**config.mk**
```make
export PLATFORM = sky130hd
export DESIGN_NAME = output4to1_sync
export DESIGN_NICKNAME = d
export VERILOG_FILES = /design/src/rtl/router_pkg.sv /design/src/rtl/rr_arbiter4.sv /design/src/rtl/output4to1_sync.sv
export SDC_FILE = /design/constraint.sdc
export NUM_CORES = 1
export LEC_CHECK = 0
export ABC_AREA = 1
export BUFFER_PORTS_ARGS = -buffer_cell sky130_fd_sc_hd__buf_4
export CORE_ASPECT_RATIO = 1.2
export CORE_MARGIN = 3
export CORE_UTILIZATION = 51
export DETAILED_ROUTE_END_ITERATION = 6
export GPL_TIMING_DRIVEN = 1
export HOLD_SLACK_MARGIN = 0.02
export PLACE_DENSITY = 0.79
export SLEW_MARGIN = 20
export SYNTH_ARGS = -nofsm -noshare
export SYNTH_HDL_FRONTEND = slang
export SYNTH_SLANG_ARGS = --single-unit
```
**constraint.sdc**
```tcl
create_clock -name clk -period 4.1 [get_ports clk]
set_input_delay 0.82 -clock clk [delete_from_list [all_inputs] [get_ports clk]]
set_output_delay 0.82 -clock clk [all_outputs]
set_load 0.02 [all_outputs]
```
**src/rtl/router_pkg.sv**
```systemverilog
// Shared types for the router's port muxing logic.
package router_pkg;

    localparam int NUM_IN_PORTS = 4;

    typedef logic [1:0] port_idx_t;

    typedef enum logic [1:0] {
        TX_IDLE,
        TX_SETUP,
        TX_WAIT
    } tx_state_t;

endpackage

```
**src/rtl/rr_arbiter4.sv**
```systemverilog
// Four-way round-robin arbiter; the pointer register lives in the parent.
module rr_arbiter4
    import router_pkg::*;
(
    input  logic [NUM_IN_PORTS-1:0] pending,
    input  logic                    enable,
    input  port_idx_t               ptr,
    output logic                    grant_valid,
    output port_idx_t               grant_idx
);

    port_idx_t cand;

    // Search ptr+1 .. ptr+4 cyclically so the last winner has lowest priority.
    always_comb begin
        grant_valid = 1'b0;
        grant_idx   = ptr;
        cand        = ptr;
        if (enable) begin
            for (int k = 1; k <= NUM_IN_PORTS; k++) begin
                cand = ptr + port_idx_t'(k);
                if (!grant_valid && pending[cand]) begin
                    grant_valid = 1'b1;
                    grant_idx   = cand;
                end
            end
        end
    end

endmodule

```
**src/rtl/output4to1_sync.sv**
```systemverilog
// Merges four two-phase bundled-data channels into one output channel via
// synchronisers, a round-robin arbiter, a small FIFO and a transmit FSM.
module output4to1_sync
    import router_pkg::*;
#(
    parameter int n           = 32,
    parameter int DEPTH       = 2,  // power of 2, >= 2
    parameter int SYNC_STAGES = 2   // >= 2
) (
    input  logic                      clk,
    input  logic                      rst,
    input  logic [NUM_IN_PORTS-1:0]   in_req,
    output logic [NUM_IN_PORTS-1:0]   in_ack,
    input  logic [NUM_IN_PORTS*n-1:0] in_data,
    output logic                      out_req,
    input  logic                      out_ack,
    output logic [n-1:0]              out_data
);

    localparam int AW = $clog2(DEPTH);
    localparam logic [AW:0] FULL_CNT = (AW + 1)'(DEPTH);

    logic [SYNC_STAGES-1:0][NUM_IN_PORTS-1:0] req_sync;
    logic [SYNC_STAGES-1:0]                   ack_sync;
    logic [NUM_IN_PORTS-1:0]                  req_s;
    logic                                     ack_s;
    logic [NUM_IN_PORTS-1:0]                  pending;

    logic [n-1:0]  in_word [NUM_IN_PORTS];
    logic [n-1:0]  mem [DEPTH];
    logic [AW-1:0] wr_ptr;
    logic [AW-1:0] rd_ptr;
    logic [AW:0]   count;
    logic [AW:0]   count_d;
    logic          has_room;
    logic          push;
    logic          pop;

    port_idx_t     rr_ptr;
    port_idx_t     grant_idx;
    logic          grant_valid;
    tx_state_t     state;

    always_ff @(posedge clk or posedge rst) begin
        if (rst) begin
            req_sync <= '0;
            ack_sync <= '0;
        end else begin
            req_sync <= {req_sync[SYNC_STAGES-2:0], in_req};
            ack_sync <= {ack_sync[SYNC_STAGES-2:0], out_ack};
        end
    end

    assign req_s   = req_sync[SYNC_STAGES-1];
    assign ack_s   = ack_sync[SYNC_STAGES-1];
    assign pending = req_s ^ in_ack;

    always_comb begin
        for (int i = 0; i < NUM_IN_PORTS; i++) begin
            in_word[i] = in_data[i*n +: n];
        end
    end

    // Room is judged on the registered count, so a pop never frees a slot
    // for a grant in the same cycle.
    assign has_room = (count < FULL_CNT);

    rr_arbiter4 u_arb (
        .pending     (pending),
        .enable      (has_room),
        .ptr         (rr_ptr),
        .grant_valid (grant_valid),
        .grant_idx   (grant_idx)
    );

    assign push = grant_valid;
    assign pop  = (state == TX_IDLE) && (count != '0);

    always_comb begin
        count_d = count;
        case ({push, pop})
            2'b10:   count_d = count + 1'b1;
            2'b01:   count_d = count - 1'b1;
            default: count_d = count;
        endcase
    end

    always_ff @(posedge clk) begin
        if (push) begin
            mem[wr_ptr] <= in_word[grant_idx];
        end
    end

    always_ff @(posedge clk or posedge rst) begin
        if (rst) begin
            wr_ptr <= '0;
            rd_ptr <= '0;
            count  <= '0;
            rr_ptr <= 2'd3;
            in_ack <= '0;
        end else begin
            count <= count_d;
            if (push) begin
                wr_ptr <= wr_ptr + 1'b1;
                rr_ptr <= grant_idx;
                in_ack <= in_ack ^ (4'b0001 << grant_idx);
            end
            if (pop) begin
                rd_ptr <= rd_ptr + 1'b1;
            end
        end
    end

    // SETUP gives out_data a full cycle ahead of the req transition.
    always_ff @(posedge clk or posedge rst) begin
        if (rst) begin
            state    <= TX_IDLE;
            out_req  <= 1'b0;
            out_data <= '0;
        end else begin
            case (state)
                TX_IDLE: begin
                    if (pop) begin
                        out_data <= mem[rd_ptr];
                        state    <= TX_SETUP;
                    end
                end
                TX_SETUP: begin
                    out_req <= ~out_req;
                    state   <= TX_WAIT;
                end
                TX_WAIT: begin
                    if (ack_s == out_req) begin
                        state <= TX_IDLE;
                    end
                end
                default: state <= TX_IDLE;
            endcase
        end
    end

    count_le_depth: assert property (@(posedge clk) disable iff (rst) count <= FULL_CNT);

endmodule

```
==> results.md <==
- Leaving out fill and tap cells, the most frequent cell in the layout is sky130_fd_sc_hd__nand2_1.
- For this design the ratio of total power to cell area is 1060 nW/um^2.
- Headroom to the max-slew limit came out at 29.4%.
- At the end of the flow, the number of nets in the layout was 1036.
- The data required time at the worst endpoint is 4.25 ns.
- The detailed-route DRC error count is 0.
- The clock period could shrink to 3.19 ns.
- The initial DRC count is 371.
- For this design, the CTS-stage hold fixing added 0 buffers.
- The worst register-to-register path begins at rr_ptr[0]$_DFFE_PP1P_.
- The final non-filler cell area is 7880 um^2.
- The first global-routing pass estimated 25.9 mm of wire.
- The worst-case setup margin in the final layout is 0.908 ns.
- No sink is reached through more buffers than the 2 on the longest clock path.
- The clock tree synthesis step divided the H-tree into 4 levels.
- The yosys synthesis warning count is 0.
- OpenSTA, run right after detailed placement, puts the worst setup slack at 0.907 ns.
- The post-route fraction of the period consumed by the critical path is 77.9%.
- By area the synthesized netlist is led by sky130_fd_sc_hd__edfxtp_1, sky130_fd_sc_hd__dfrtp_1, sky130_fd_sc_hd__nand2_1.
- The via count of the first global-routing pass was 5352.
- The average instance in the mapped netlist occupies 8.10 um^2.
- The worst min-delay path class is reg -> reg.
- Cells with a size suffix above 1 make up 24.6% of the layout.
- The analysis attributes to cell leakage a power of 4.04 nW.
- In this run the tool buffered the top-level ports with 171 buffer cells.
- The largest net degree at the start of global routing is 69.
- The endpoint type of the worst setup path is a flop.
- The first TritonRoute pass finished after 6 iterations.
- In this run, distinct cell masters in the synthesized netlist total 25.
- The detailed-route via count is 5392.
- The antenna violation net count after detailed routing is 0.
- In this run the worst setup path terminates at mem[0][14]$_DFFE_PP_.
- The top cell type by area accounts for 32.2% of the synthesized area.
- Summed over all layers, the global routing overflow is 0.
- In this run the vertical extent of the chip is 125 um.
- The flow ran to the end, and the final reports show no timing, DRC or antenna violations.
- The endpoint of the worst register-to-register path is mem[0][14]$_DFFE_PP_.
- The die boundary width is 105 um.
- In the final timing run, aggregate negative setup slack is 0 ns.
- Max-cap violations in this run came to 0.
- The register-to-register setup slack is 0.91 ns.
- Synthesis produced a netlist whose cell count is 737.
- The number of setup violations in the final report is 0.
- The clock network latency to the later pin of the worst-skew pair is 0.41 ns.
- The congestion estimate from routability-driven global placement came to 0.867.
- The library cells used most frequently in the layout, excluding fill and tap cells, are sky130_fd_sc_hd__nand2_1, sky130_fd_sc_hd__buf_4, sky130_fd_sc_hd__inv_1.
- The critical path launch point type is a flop.
- The worst voltage drop across the vdd grid is 0.615 mV.
- The critical path starts at rr_ptr[0]$_DFFE_PP1P_.
- Setup repair after global routing left no endpoint under its margin.
- Dividing the detail-routed wire length by the instance count gives 15.1 um.
- The die outline area is 13100 um^2.
- The cell area after synthesis is 5970 um^2.
- The starting density of the core is 53.1%.
- The clock slew seen by the registers of the worst setup and hold paths is 0.06 ns.
- Summing the sequential cell areas from Yosys gives 55.3% of the chip area.
- The register bit total from synthesis is 119.
- Across the routed clock network, the largest skew measured is 0.0127 ns.
- The layout-stage area growth over the synthesis result is 31.9%.
- The critical path is of the reg -> reg type.
- 172 I/O pins were placed.
- The vias per cell is 5.05.
- The number of clock buffers added by TritonCTS is 17.
- For the worst flop-to-flop path, the logic depth is 12.
- CTS saw 119 sinks.
- The number of antenna violations at the first check in global routing came to 0.
- The transition time at the pin with the least slew margin is 1.06 ns.
- In this run the worst path has a maximum fanout of 22.
- Of all cell types, the one taking the most synthesized area is sky130_fd_sc_hd__edfxtp_1.
- The number of instances resized during post-cts repair is 0.
- The wire length after detailed routing is 16.1 mm.
- The repair_antennas step left the layout with diodes totalling 0.
- After clock tree synthesis, the setup repair step added 0 buffers.
- The arrival time at the worst endpoint is 3.34 ns.
- TritonCTS built the clock tree.
- The hold violation count in the final report is 0.
- The maximum clock frequency is 313 MHz.
- The core box area is 11200 um^2.
- The worst hold path begins at req_sync[3]$_DFF_PP0_.
- The total half-perimeter wirelength after legalization and detailed placement is 11.8 mm.
- The floorplan has 42 rows.
- Counting every net in the synthesized netlist gives 873.
- Across every metal layer, demand over resource in global routing totals 24.9%.
- The tree is rooted in a sky130_fd_sc_hd__clkbuf_16.
- In this run the cell area measured after placement is 7310 um^2.
- The number of slew-limit violations in the final report came to 0.
- The number of fillers in the final layout is 899.
[kinds of logic (layout without fill, tap and decap cells)]
family                   count (synthesis)  after routing  share of synthesized area, %
AND/OR/NAND/NOR                        445            445                          29.7
buffers and inverters                  124            300                          9.22
flip-flops                             119            119                          55.3
AO/OA/AOI/OAI                           42             42                          4.27
XOR/XNOR                                 6              6                          1.32
adder cells (fa/ha/maj)                  1              1                         0.209
[synth_stat cells]
| cell type | count |
|---|---|
| sky130_fd_sc_hd__a21oi_1 | 3 |
| sky130_fd_sc_hd__ha_1 | 1 |
| sky130_fd_sc_hd__xnor2_2 | 1 |
| sky130_fd_sc_hd__nand3_1 | 67 |
| sky130_fd_sc_hd__nand2_2 | 2 |
| sky130_fd_sc_hd__buf_2 | 11 |
| sky130_fd_sc_hd__edfxtp_1 | 64 |
| sky130_fd_sc_hd__xor2_4 | 1 |
| sky130_fd_sc_hd__dfstp_2 | 2 |
| sky130_fd_sc_hd__xnor2_1 | 2 |
| sky130_fd_sc_hd__clkinv_1 | 1 |
| sky130_fd_sc_hd__inv_2 | 1 |
| sky130_fd_sc_hd__dfrtp_1 | 53 |
| sky130_fd_sc_hd__buf_6 | 8 |
| sky130_fd_sc_hd__nand2_1 | 332 |
| sky130_fd_sc_hd__a211o_1 | 1 |
| sky130_fd_sc_hd__nor2_1 | 39 |
| sky130_fd_sc_hd__xor2_1 | 2 |
| sky130_fd_sc_hd__a31oi_1 | 33 |
| sky130_fd_sc_hd__nand4_1 | 4 |
| sky130_fd_sc_hd__o21ai_0 | 5 |
| sky130_fd_sc_hd__clkbuf_1 | 14 |
| sky130_fd_sc_hd__buf_4 | 3 |
| sky130_fd_sc_hd__nand3_2 | 1 |
| sky130_fd_sc_hd__inv_1 | 86 |
[cell type report]
| cell class | instances | area [um^2] | area share [%] |
|---|---|---|---|
| sequential | 119 | 3300 | 41.9 |
| multi-input combinational | 494 | 2140 | 27.1 |
| timing repair buffer | 180 | 1350 | 17.1 |
| clock buffer | 17 | 425 | 5.40 |
| inverter | 88 | 330 | 4.19 |
| tap | 154 | 193 | 2.45 |
| clock inverter | 15 | 143 | 1.81 |
[worst max-delay path: stages, from the launching register on]
cell and delay, ns:
sky130_fd_sc_hd__dfstp_2 0.69, sky130_fd_sc_hd__clkinv_1 0.35, sky130_fd_sc_hd__nand3_1 0.20, sky130_fd_sc_hd__nand3_1 0.12, sky130_fd_sc_hd__nand2_2 0.16, sky130_fd_sc_hd__nand3_2 0.13
sky130_fd_sc_hd__inv_1 0.09, sky130_fd_sc_hd__nand2_1 0.05, sky130_fd_sc_hd__nand3_1 0.08, sky130_fd_sc_hd__nand2_1 0.46, sky130_fd_sc_hd__buf_4 0.41, sky130_fd_sc_hd__nand3_1 0.10
sky130_fd_sc_hd__nand2_1 0.08
[metal layers]
metal	track usage, %	part of all wire, %
met1	31.3	40
met2	43.2	51
met3	4.61	5.9
met4	8.42	2.2
met5	0	0
[worst min path at each step]
stage | end | slack [ns] | cells past startpoint
finish | req_s[3]$_DFF_PP0_ | 0.35 | 0
floorplan | ack_sync[1]$_DFF_PP0_ | 0.33 | 0
detailed placement | req_s[3]$_DFF_PP0_ | 0.33 | 0
global placement | req_s[3]$_DFF_PP0_ | 0.33 | 0
global route | req_s[3]$_DFF_PP0_ | 0.35 | 0
CTS | req_s[3]$_DFF_PP0_ | 0.35 | 0
[stage by stage]
stage	instances	util, %	total power [mW]	hold WS (ns)
6_report	1067	70.1	8.38	0.348
2_1_floorplan	737	-	5.77	0.331
3_3_place_gp	1035	65.0	6.83	0.332
5_1_grt	1067	70.1	9.07	0.355
3_5_place_dp	1035	65.0	6.95	0.335
4_1_cts	1067	70.1	8.41	0.349
[flip-flops by register name, indices dropped and copies added (netlist names)]
register  cells
rd_ptr        1
ack_sync      2
count         2
req_sync      4
out_req       1
in_ack        4
out_data     32
mem          64
wr_ptr        1
state         2
rr_ptr        2
req_s         4
[report_power, final]
| part | total (mW) | internal, mW | switching, mW |
|---|---|---|---|
| combinational | 4.36 | 1.36 | 3.00 |
| sequential | 2.60 | 2.29 | 0.302 |
| clock | 1.43 | 0.847 | 0.579 |
| total | 8.38 | 4.50 | 3.89 |
(Power assumes the default switching activity.)
